[config.mk]
export PLATFORM = sky130hd
export DESIGN_NAME = mem_access_unit
export DESIGN_NICKNAME = d
export VERILOG_FILES = /design/src/rtl/mem_access_unit.sv
export SDC_FILE = /design/constraint.sdc
export NUM_CORES = 1
export LEC_CHECK = 0
export BUFFER_PORTS_ARGS = -buffer_cell sky130_fd_sc_hd__buf_4
export CORE_AREA = 3 3 102 104
export DETAILED_ROUTE_END_ITERATION = 12
export DIE_AREA = 0 0 105 107
export HOLD_SLACK_MARGIN = 0.15
export PLACE_DENSITY = 0.7
export RECOVER_POWER = 50
export SYNTH_ARGS = -nofsm -noshare
export SYNTH_HDL_FRONTEND = slang
export SYNTH_SLANG_ARGS = --single-unit
[constraint.sdc]
create_clock -name clk -period 7.05 [get_ports clk]
set_clock_uncertainty 0.2 [all_clocks]
set_input_delay 1.41 -clock clk [delete_from_list [all_inputs] [get_ports clk]]
set_output_delay 1.41 -clock clk [all_outputs]
set_load 0.05 [all_outputs]
[src/rtl/mem_access_unit.sv]
// MEM-stage load/store unit: one req/ack bus access per instruction, load extraction, LL bit, alignment flag.
// Accesses take issue + ack + one DONE cycle; stall_req holds the pipeline until the ack (even after a flush).
module mem_access_unit #(
   parameter bit KSEG_STRIP = 1'b1
) (
   input  logic        clk,
   input  logic        rst,
   input  logic        stall_in,
   input  logic        flush,
   input  logic        m_en,
   input  logic [3:0]  m_wen,
   input  logic [31:0] m_vaddr,
   input  logic [31:0] m_wdata,
   input  logic [1:0]  ld_size,
   input  logic        ld_sign,
   input  logic [31:0] alures,
   input  logic [3:0]  wreg,
   input  logic [4:0]  wraddr,
   input  logic        llb_wen,
   input  logic        llbit,
   input  logic        llb_clr,
   output logic        bus_req,
   output logic        bus_wr,
   output logic [3:0]  bus_be,
   output logic [31:0] bus_addr,
   output logic [31:0] bus_wdata,
   input  logic        bus_ack,
   input  logic [31:0] bus_rdata,
   output logic        stall_req,
   output logic [31:0] wb_wdata,
   output logic [3:0]  wb_wreg,
   output logic [4:0]  wb_wraddr,
   output logic        align_err,
   output logic        llbit_q
);

   typedef enum logic [1:0] {IDLE = 2'd0, REQ = 2'd1, DONE = 2'd2} state_t;

   state_t      state, state_nx;
   logic [31:0] rdata_q;
   logic        aborted, aborted_nx;
   logic        req, stall;
   logic        is_load, misalign, align_raw, issue, commit, load_pend;
   logic [1:0]  acc_size;
   logic [3:0]  load_be;
   logic [31:0] paddr, load_data;
   logic [7:0]  byte_sel;
   logic [15:0] half_sel;

   assign is_load = (m_wen == 4'h0);

   // Store width comes from how many byte lanes are enabled.
   always_comb begin
      acc_size = ld_size;
      if (!is_load) begin
         case ($countones(m_wen))
            2:       acc_size = 2'd1;
            4:       acc_size = 2'd2;
            default: acc_size = 2'd0;
         endcase
      end
   end

   assign misalign  = ((acc_size == 2'd1) & m_vaddr[0]) |
                      ((acc_size == 2'd2) & (m_vaddr[1:0] != 2'b00));
   assign align_raw = m_en & misalign;
   assign issue     = m_en & !align_raw & !flush;
   assign paddr     = (KSEG_STRIP && (m_vaddr[31:30] == 2'b10)) ? {3'b000, m_vaddr[28:0]} : m_vaddr;

   always_comb begin
      load_be = 4'hF;
      case (ld_size)
         2'd0:    load_be = 4'b0001 << m_vaddr[1:0];
         2'd1:    load_be = m_vaddr[1] ? 4'b1100 : 4'b0011;
         default: load_be = 4'hF;
      endcase
   end

   always_comb begin
      state_nx   = state;
      aborted_nx = aborted;
      req        = 1'b0;
      stall      = 1'b0;
      case (state)
         IDLE: begin
            if (issue) begin
               req      = 1'b1;
               stall    = 1'b1;
               state_nx = REQ;
            end
         end
         REQ: begin
            // The bus cycle cannot be withdrawn; a flush only marks the result as dead.
            req   = 1'b1;
            stall = 1'b1;
            if (bus_ack) begin
               state_nx   = (aborted | flush) ? IDLE : DONE;
               aborted_nx = 1'b0;
            end else if (flush) begin
               aborted_nx = 1'b1;
            end
         end
         DONE: begin
            if (flush | !stall_in)
               state_nx = IDLE;
         end
         default: state_nx = IDLE;
      endcase
   end

   assign commit = !stall_in & !stall & !flush & !align_raw;

   always_ff @(posedge clk or posedge rst) begin
      if (rst) begin
         state   <= IDLE;
         rdata_q <= 32'h0;
         aborted <= 1'b0;
         llbit_q <= 1'b0;
      end else begin
         state   <= state_nx;
         aborted <= aborted_nx;
         if ((state == REQ) && bus_ack)
            rdata_q <= bus_rdata;
         if (commit) begin
            if (llb_clr)
               llbit_q <= 1'b0;
            else if (llb_wen)
               llbit_q <= llbit;
         end
      end
   end

   always_comb begin
      case (m_vaddr[1:0])
         2'd0:    byte_sel = rdata_q[7:0];
         2'd1:    byte_sel = rdata_q[15:8];
         2'd2:    byte_sel = rdata_q[23:16];
         default: byte_sel = rdata_q[31:24];
      endcase
      half_sel = m_vaddr[1] ? rdata_q[31:16] : rdata_q[15:0];
      case (ld_size)
         2'd0:    load_data = {{24{ld_sign & byte_sel[7]}}, byte_sel};
         2'd1:    load_data = {{16{ld_sign & half_sel[15]}}, half_sel};
         default: load_data = rdata_q;
      endcase
   end

   assign load_pend = m_en & is_load & (state != DONE);

   // Reset also forces the combinational outputs low while it is held.
   assign bus_req   = req & !rst;
   assign bus_wr    = bus_req & !is_load;
   assign bus_be    = bus_req ? (is_load ? load_be : m_wen) : 4'h0;
   assign bus_addr  = bus_req ? paddr : 32'h0;
   assign bus_wdata = bus_req ? m_wdata : 32'h0;
   assign stall_req = stall & !rst;
   assign align_err = align_raw & !rst;
   assign wb_wdata  = rst ? 32'h0 : ((m_en & is_load) ? load_data : alures);
   assign wb_wreg   = (rst | flush | align_raw | load_pend) ? 4'h0 : wreg;
   assign wb_wraddr = rst ? 5'h0 : wraddr;

endmodule

==> flow_summary.json <==
{
  "timing.final.crit_period_ns": 6.23,
  "start_util": 0.332,
  "crit_type": "in -> out",
  "path_cells": "buf_4 > inv_1 > ha_1 > or3b_1 > nor2_1 > nand2_1 > a221oi_1 > nor3_1 > buf_4",
  "syn_to_final_growth_pct": 65.7,
  "r2r-start": "state[0]",
  "pre_cts_slack_ns": 1.08,
  "finalPower_mw": 1.13,
  "p_per_area_mw_per_mm2": 213,
  "drv_slew": 131,
  "drive_above_1_share": 0.498,
  "reg2reg_to": "rdata_q[8]",
  "die_y_um": 107,
  "async_flop_share": 1.00,
  "yosys_most_used_dff": "dfrtp_1",
  "worst_setup_path_end_kind": "output pin",
  "drv_cap": 2,
  "grt_max_degree": 89,
  "final_cell_area_mm2": 0.00530,
  "p_clk_frac": 0.143,
  "cts.sinks": 36,
  "tns_ns": 0,
  "routabilityCongestion": 0.824,
  "antenna_found_initial": 0,
  "p_sw_uw": 486,
  "wire_per_inst_um": 18.4,
  "worst_ir_drop_vdd_mv": 0.116,
  "dieArea_mm2": 0.0112,
  "p_int_uw": 641,
  "hold_end": "state[0]",
  "layout.nets": 760,
  "placedInstanceArea_mm2": 0.00530,
  "clock.fmax_ghz": 0.161,
  "syn_avg_cell_area_um2": 8.98,
  "grt_pass1_wl_mm": 20.8,
  "hold_path_depth": 1,
  "synth-seq-cells": 36,
  "relSlewSlack": -0.430,
  "rsz0062_at_grt": "false",
  "drtPass1Iterations": 4,
  "drt_iter0_markers": 203,
  "netlist_instances": 356,
  "swShare": 0.431,
  "critPathLaunchType": "input pin",
  "yosysUniqueCellTypes": 41,
  "worst_slew_pin_slew_ns": 2.14,
  "num_rows": 36,
  "synth.net_count": 513,
  "drc_errors": 0,
  "comb_power_share": 0.531,
  "hp-class": "reg -> reg",
  "setup_viol": 0,
  "grt_pass1_vias": 3780,
  "antenna_cells": 0,
  "coreArea_mm2": 0.00964,
  "h-tree-depth": 2,
  "clk_latency_ns": 0.28,
  "ant_nets": 0,
  "critPathMaxStageDelay_ns": 0.94,
  "fin_crit_sh": 0.883,
  "vias": 3768,
  "r2r_slack_ns": 4.31,
  "finalHoldViolCount": 0,
  "violations": "max-capacitance violations, max-slew violations",
  "required_ns": 5.44,
  "synth_edf_count": 0,
  "postCtsSetupRepairBufs": 0,
  "cts_root_buf": "clkbuf_8",
  "gr-usage-all-layers": 0.230,
  "clockBufferDepth": 2,
  "dpl.hpwl_mm": 10.8,
  "die_w_um": 105,
  "wl_mm": 13.5,
  "gr-total-overflow": 0,
  "power_leakage_nw": 2.45,
  "io_buffers": 266,
  "ys_warn_count": 0,
  "cts_hold_buf": 0,
  "holdWs_ns": 0.272,
  "critPathSlowestCell": "nor2_1",
  "setup_slack_ns": 0.822,
  "seq_power_share": 0.325,
  "outcome": "finished, violations left",
  "cts_inserted_buffers": 5,
  "crit_buf_inv": 3,
  "netlist_area_mm2": 0.00320,
  "cp_common_cell": "buf_4",
  "r2r_cells": 4,
  "vias_per_cell": 5.12,
  "crit_fanout": 17,
  "cp.arrival_ns": 4.62,
  "path_clk_slew_ns": 0.07,
  "hp-start": "state[0]",
  "seq_area_frac_synth": 0.282,
  "cp_top_family": "simple AND/OR/NAND/NOR gates",
  "cts_tree": "built",
  "ctsResizeCount": 0,
  "ios": 267
}
## sequential cells by signal (all words and copies together), names as in the netlist
register and count:
state 2, llbit_q 1, aborted 1, rdata_q 32
## layer usage
metal | share of wire | wire length (µm) | global-route usage
met1 | 0.39 | 5270 | 0.271
met2 | 0.53 | 7110 | 0.426
met3 | 0.072 | 975 | 0.0524
met4 | 0.012 | 168 | 0.0506
met5 | 0 | 0 | 0
## metrics by stage
step,util,instances
detailed placement,0.550,729
finish,0.549,736
CTS,0.560,736
global route,0.549,736
floorplan,-,356
global placement,0.550,729
## power by group through the flow
stage | logic, mW | registers (mW) | clock network [mW]
2_1_floorplan | 0.420 | 0.348 | 0
6_report | 0.599 | 0.367 | 0.161
3_5_place_dp | 0.611 | 0.368 | 0
4_1_cts | 0.613 | 0.365 | 0.165
5_1_grt | 0.641 | 0.379 | 0.173
3_3_place_gp | 0.600 | 0.365 | 0
## Yosys cell counts (2+ instances only)
cell type | n | share of area
nand2b_1 | 19 | 0.037
o22ai_1 | 2 | 0.0039
clkbuf_1 | 19 | 0.022
nand2_1 | 7 | 0.0082
nand3_1 | 2 | 0.0031
buf_1 | 6 | 0.0070
nor2_1 | 37 | 0.043
mux2_2 | 34 | 0.12
a21oi_1 | 7 | 0.011
nand3b_1 | 4 | 0.0094
buf_4 | 2 | 0.0047
and2_1 | 5 | 0.0098
a22o_1 | 16 | 0.044
buf_2 | 4 | 0.0063
mux2i_1 | 7 | 0.022
nor3_1 | 10 | 0.016
nor2b_1 | 8 | 0.016
a2111oi_4 | 2 | 0.017
o21ai_0 | 11 | 0.017
a21o_1 | 2 | 0.0047
inv_1 | 12 | 0.014
a221oi_1 | 15 | 0.041
ha_1 | 3 | 0.012
nor3b_1 | 62 | 0.15
a211oi_1 | 9 | 0.021
dfrtp_1 | 36 | 0.28
## final cells by class
cell class	instances	area, µm²
Clock buffer	7	96.3
Fill cell	948	4340
Inverter	12	45.0
Multi-Input combinational cell	276	2120
Sequential cell	36	901
Tap cell	133	166
Timing Repair Buffer	272	1970
## how the worst max path moves through the flow
stage | cells after the start | from | end
CTS | 13 | m_wen[0] | bus_wdata[14]
floorplan | 11 | m_wen[0] | bus_addr[17]
detailed placement | 13 | m_wen[0] | bus_wdata[14]
global placement | 13 | m_wen[0] | bus_wdata[14]
finish | 9 | m_wen[1] | wb_wdata[8]
global route | 9 | m_wen[1] | wb_wdata[9]
## cell usage in the layout (no fill, tap or decap), types with 8 or more instances in the layout
master and n:
o21ai_0 11, a221oi_1 15, a22o_1 16, nor2b_1 8, nor3_1 10, nor3b_1 62
nor2_1 37, a211oi_1 9, buf_4 246, inv_1 12, dfrtp_1 36, mux2_2 34
nand2b_1 19, clkbuf_1 22
## worst register-to-register path: cells and delay by family (launching register included)
kind                   cells  cell delay [ns]
and+or+nand+nor            2             0.77
buffers and inverters      1             0.84
DFF                        1             0.39
muxes                      1             0.43
## cell families (layout without fill, tap and decap cells)
family / after synthesis / after routing / synth area share
adders and majority gates: 4 / 4 / 0.0180
AOI/OAI and AO/OA: 71 / 71 / 0.187
muxes: 43 / 43 / 0.153
DFF: 36 / 36 / 0.282
and+or+nand+nor: 158 / 158 / 0.302
buffers and inverters: 44 / 291 / 0.0579
(Power assumes the default switching activity.)
